--- src/rtl/seg_scan_pkg.sv ---
// seg_scan_pkg: shared state enum, output constants and hex-to-7-segment table for the scan driver
package seg_scan_pkg;
  typedef enum logic [1:0] {BLANK, DRIVE, FAULT} scan_state_t;
  localparam logic [6:0] SEG_OFF = 7'h7F;
  localparam logic [3:0] AN_OFF = 4'hF;
  localparam logic [3:0] FRAME_SEL = 4'b1000;
  // Active-low {g,f,e,d,c,b,a}; entry 0 is the rightmost element
  localparam logic [15:0][6:0] HEX7 = {
    7'h0E, 7'h06, 7'h21, 7'h46, 7'h03, 7'h08, 7'h10, 7'h00,
    7'h78, 7'h02, 7'h12, 7'h19, 7'h30, 7'h24, 7'h79, 7'h40
  };
  function automatic logic is_onehot(input logic [3:0] s);
    return (s != 4'b0000) && ((s & (s - 4'd1)) == 4'b0000);
  endfunction
  function automatic logic [1:0] sel_idx(input logic [3:0] s);
    return s[3] ? 2'd3 : s[2] ? 2'd2 : s[1] ? 2'd1 : 2'd0;
  endfunction
endpackage

--- src/rtl/seg_hex_decoder.sv ---
// seg_hex_decoder: 4-bit nibble to active-low 7-segment pattern
module seg_hex_decoder
  import seg_scan_pkg::*;
(
  input  logic [3:0] nibble,
  output logic [6:0] pattern
);
  assign pattern = HEX7[nibble];
endmodule

--- src/rtl/seg_scan_driver.sv ---
// seg_scan_driver: 4-digit multiplexed 7-segment driver with blanking, frame-synchronised commit and fault flag; SEG_DP_EN adds decimal points
module seg_scan_driver
  import seg_scan_pkg::*;
#(
  parameter int BLANK_CYC = 2
) (
  input  logic        clk,
  input  logic        rst,
  input  logic [3:0]  sel,
  input  logic [15:0] data_in,
  input  logic        load,
  output logic [3:0]  an,
  output logic [6:0]  seg,
  output logic        err
`ifdef SEG_DP_EN
  ,
  input  logic [3:0]  dp_in,
  output logic        dp
`endif
);
  localparam int CNT_W = (BLANK_CYC > 0) ? $clog2(BLANK_CYC + 1) : 1;
  localparam logic [CNT_W-1:0] CNT_INIT = CNT_W'((BLANK_CYC > 0) ? BLANK_CYC - 1 : 0);
`ifdef SEG_DP_EN
  localparam int SH_W = 20;
  logic [SH_W-1:0] data_w;
  assign data_w = {dp_in, data_in};
`else
  localparam int SH_W = 16;
  logic [SH_W-1:0] data_w;
  assign data_w = data_in;
`endif
  scan_state_t state;
  logic [CNT_W-1:0] cnt;
  logic [3:0] sel_q;
  logic [SH_W-1:0] shadow, pend_data;
  logic pend, chg, frame, drive;
  logic [1:0] idx;
  logic [6:0] pattern;
  assign chg = sel != sel_q;
  assign frame = chg && (sel == FRAME_SEL);
  assign drive = state == DRIVE;
  assign idx = sel_idx(sel_q);
  // Blank/drive/fault sequencing; err latches on any entry into FAULT
  always_ff @(posedge clk or posedge rst) begin
    if (rst) begin
      state <= BLANK;
      cnt <= '0;
      err <= 1'b0;
    end else if (chg && BLANK_CYC > 0) begin
      state <= BLANK;
      cnt <= CNT_INIT;
    end else if (chg) begin
      state <= is_onehot(sel) ? DRIVE : FAULT;
      err <= err | ~is_onehot(sel);
    end else if (state == BLANK && cnt != '0) begin
      cnt <= cnt - CNT_W'(1);
    end else if (state == BLANK) begin
      state <= is_onehot(sel_q) ? DRIVE : FAULT;
      err <= err | ~is_onehot(sel_q);
    end
  end
  // Track the select and commit new data only at frame start so a frame never tears
  always_ff @(posedge clk or posedge rst) begin
    if (rst) begin
      sel_q <= 4'b0000;
      shadow <= '0;
      pend_data <= '0;
      pend <= 1'b0;
    end else begin
      sel_q <= sel;
      if (load) pend_data <= data_w;
      if (load && frame) begin
        shadow <= data_w;
        pend <= 1'b0;
      end else if (load) begin
        pend <= 1'b1;
      end else if (frame && pend) begin
        shadow <= pend_data;
        pend <= 1'b0;
      end
    end
  end
  seg_hex_decoder u_dec (
    .nibble (shadow[{idx, 2'b00} +: 4]),
    .pattern(pattern)
  );
  // Outputs depend only on registered state
  always_comb begin
    an = drive ? ~sel_q : AN_OFF;
    seg = drive ? pattern : SEG_OFF;
  end
`ifdef SEG_DP_EN
  logic [3:0] dp_sh;
  assign dp_sh = shadow[19:16];
  assign dp = drive ? ~dp_sh[idx] : 1'b1;
`endif
endmodule

--- config.mk ---
export PLATFORM = sky130hd
export DESIGN_NAME = seg_scan_driver
export DESIGN_NICKNAME = d
export VERILOG_FILES = /design/src/rtl/seg_scan_pkg.sv /design/src/rtl/seg_hex_decoder.sv /design/src/rtl/seg_scan_driver.sv
export SDC_FILE = /design/constraint.sdc
export NUM_CORES = 1
export LEC_CHECK = 0
export BUFFER_PORTS_ARGS = -buffer_cell sky130_fd_sc_hd__buf_2
export CAP_MARGIN = 20
export CORE_MARGIN = 3
export CORE_UTILIZATION = 45
export DETAILED_ROUTE_END_ITERATION = 10
export GPL_ROUTABILITY_DRIVEN = 0
export PLACE_DENSITY = 0.68
export SETUP_SLACK_MARGIN = 0.15
export SLEW_MARGIN = 0
export SYNTH_ARGS = -nofsm -noshare
export SYNTH_HDL_FRONTEND = slang
export SYNTH_SLANG_ARGS = --single-unit
--- constraint.sdc ---
create_clock -name clk -period 1.8 [get_ports clk]
set_input_delay 0.09 -clock clk [delete_from_list [all_inputs] [get_ports clk]]
set_output_delay 0.09 -clock clk [all_outputs]
set_load 0.05 [all_outputs]
==> run_results.csv <==
group,metric,value,unit
outcome,outcome,"finished with violations",
outcome,violations,"negative setup slack",
final_layout,multi_input_comb_area,1450,µm²
timing,skew,0.00507,ns
yosys,synthDominantCellAreaShare,45.9,%
final_layout,utilization_after_layout,71.2,%
hold_path,worst_hold_startpoint,"data_in[13]",
timing,timing.final.setup_violations,7,
clock_network,cts-htree-levels,2,
floorplan,row_count,25,
placed_design,placedInstanceArea,2910,µm²
critical_path,crit_path_start_kind,"flip-flop",
yosys,synthDominantAreaCellType,"sky130_fd_sc_hd__dfrtp_1",
final_layout,n_fill_cell,370,
pwr,sequentialPowerShare,38.2,%
clock_network,tritoncts_clock_tree,"built",
global_routing,grt.total_usage,19.8,%
placed_design,place_inst,340,
clock_network,clock_sink_count,42,
yosys,synth_edf_count,0,
yosys,postSynthCellCount,211,
timing,finalHoldViolations,0,
critical_path,criticalPathCategory,"reg -> out",
placed_design,numPortBuffers,34,
yosys,synth.top_cells.by_count,"sky130_fd_sc_hd__dfrtp_1, sky130_fd_sc_hd__nand2_1, sky130_fd_sc_hd__inv_1",
pwr,p_switching,1.03,mW
yosys,seq_area_frac_synth,45.9,%
pwr,power_report.internal_total,2.19,mW
yosys,dominant_cells_by_area_after_synthesis,"sky130_fd_sc_hd__dfrtp_1, sky130_fd_sc_hd__mux2_2, sky130_fd_sc_hd__ha_1",
floorplan,io-pin-count,35,
clock_network,clk_latency,0.29,ns
critical_path,path_cells,"mux2i_1, a221o_2, a2111oi_4, buf_4, a31oi_4, buf_6",
floorplan,chipHeight,77.4,µm
yosys,synth_ff_type,"sky130_fd_sc_hd__dfrtp_1",
pwr,power.combinational.fraction,39.2,%
yosys,yosysWarnings,0,
floorplan,die_x,77.4,µm
detailed_routing,detail_route.wirelength,5530,µm
final_layout,final_cell_count_no_fill,360,
timing,final.min_clock_period,2.23,ns
critical_path,worstSetupEndpointType,"primary output",
clock_network,clock_path_buffers,2,
final_layout,nets,322,
timing,tightestPinTransition,0.745,ns
global_routing,largest_net_degree_at_the_start_of_global_routing,43,
timing,rsz0062_at_grt,"true",
critical_path,crit_path_max_fanout,5,
yosys,synth.lib_cells_used.distinct,44,
critical_path,critical_path.n_buffers_inverters,2,
yosys,post_synth_instance_area,2290,µm²
detailed_routing,ant_nets,0,
detailed_routing,routed_vias_inst,5.29,
timing,timing.final.crit_share,124,%
detailed_routing,remaining_drc_errors,0,
final_layout,final_area,3430,µm²
final_layout,seqCellArea,1050,µm²
critical_path,worstPathArrival,2.14,ns
pwr,fin_total_pwr,3.21,mW
pwr,vdd_drop_max,0.555,mV
yosys,syn_avg_cell_area,10.9,µm²
timing,count_of_final_max_slew_check_failures,0,
timing,slew-limit-headroom,50.2,%
final_layout,area_overhead_of_the_layout_relative_to_synthesis,49.7,%
yosys,post_syn_nets,241,
final_layout,final_layout_size_suffix_gt1_share,52.9,%
clock_network,cts_buffers,5,
floorplan,initial_utilization,47.6,%
clock_network,cts.root.buffer_cell,"sky130_fd_sc_hd__clkbuf_8",
timing,clock.fmax,0.449,GHz
critical_path,critical-path-top-delay-family,"compound AO/OA/AOI/OAI gates",
pwr,leakagePower,1.49,nW
yosys,asyncSetResetFlopFracSynth,100,%
run,cap_violations,0,
floorplan,design.die.area,5980,µm²
timing,setup_tns,-2.74,ns
global_routing,globalRoute.totalOverflow,0,
pwr,power.density_cell_area,937,nW/µm²
critical_path,timing.critical_path.from,"sel_q[1]",
global_routing,grt_first_pass_wirelength,9520,µm
hold_path,holdCritPathClass,"in -> reg",
detailed_routing,drt-wirelength-per-cell,15.3,µm
placed_design,detailedPlacementHpwl,3680,µm
detailed_routing,drt-pass1-iter-count,5,
critical_path,rr_startpoint,"sel_q[3]",
critical_path,crit_path_max_incr_delay,0.47,ns
placed_design,place_ws,-0.267,ns
global_routing,grt_pass1_vias,1993,
detailed_routing,detail_route.iter0.violations,75,
yosys,synthMostInstantiatedCell,"sky130_fd_sc_hd__dfrtp_1",
pwr,power_switching_share,32.0,%
critical_path,critPathSlowestCell,"sky130_fd_sc_hd__dfrtp_2",
timing,hold-worst-slack,0.0222,ns
global_routing,antenna_found_initial,0,
clock_network,clk_transition_reported_paths,0.07,ns
timing,setup_ws,-0.428,ns
final_layout,antenna_cells_inserted,0,
yosys,synth.ff_latch_count,42,
critical_path,cp.required,1.71,ns
pwr,clock_power_share,22.6,%
floorplan,floorplan.core_area,4820,µm²
detailed_routing,detailroute.via_count,1903,
## sequential cells by signal (all words and copies together), names as in the netlist
| name | flops |
|---|---|
| err | 1 |
| pend | 1 |
| sel_q | 4 |
| state | 2 |
| cnt | 2 |
| pend_data | 16 |
| shadow | 16 |
## placed cells by master (no fill, tap or decap), drive strengths merged
cell and count:
buf 80, dfrtp 42, nand2 22, inv 18, mux2 15, o21ai 10
a32oi 8, clkbuf 7, nor2 7, mux2i 7, ha 7, o211ai 6
xnor2 6, nand3 5, dlygate4sd3 5, a21oi 5, nor2b 4, nor3 4
nand2b 4, o22ai 3, o221ai 3, a31oi 3, a21o 3, a22oi 2
o2bb2ai 2, nor3b 2, nor4b 2, o31ai 2, a211oi 2, o31a 1
nand4 1, a221o 1, a221oi 1, a2111oi 1, o311ai 1, bufinv 1
## repair_timing
item                       CTS  global route
hold buffers                 5             0
hold endpoints to repair    46             0
pin swaps                   11             7
setup buffers                6             0
setup endpoints to repair   21            23
gates resized for setup     58            14
cloned                       1             0
## cells by family (layout without fill, tap and decap cells)
logic type	Yosys count	count (layout)	share of synthesized area (%)
buf+inv	29	111	6.55
flops	42	42	45.9
fa+ha+maj	7	7	3.82
simple gates	51	51	11.4
compound gates	54	54	18.5
xor+xnor	6	6	3.44
mux	22	22	10.4
## final timing paths
check | end | slack [ns] | cells past startpoint
setup / recovery | seg[3] | -0.43 | 6
hold / removal | pend_data[13] | 0.02 | 2
setup reg to reg | shadow[7] | 0.03 | 6
hold reg to reg | err | 0.47 | 2
max in group asynchronous | sel_q[1] | 0.92 | 4
min in group asynchronous | pend_data[7] | 0.48 | 4
## cell type report
cell class / count / area share (%)
Multi-Input combinational cell: 140 / 42.3
Sequential cell: 42 / 30.8
Timing Repair Buffer: 85 / 19.4
Tap cell: 67 / 2.44
Clock buffer: 7 / 2.23
Inverter: 18 / 1.97
Clock inverter: 1 / 0.876
## routing by layer
metal	vias to the layer above	GRT usage [%]	share of wire [%]
met5	-	0	0
met4	0	5.87	1.5
met3	8	3.60	2.9
met2	32	33.9	51
met1	934	25.7	45
li1	929	-	-
## power groups by stage
stage,Sequential [mW],Clock (mW),Combinational [mW]
after floorplan,1.19,0,0.582
after global placement,1.23,0,0.922
after detailed placement,1.23,0,0.944
after CTS,1.22,0.743,1.21
after global routing,1.24,0.793,1.37
final,1.23,0.727,1.26
Power figures use the tool's default switching activity.
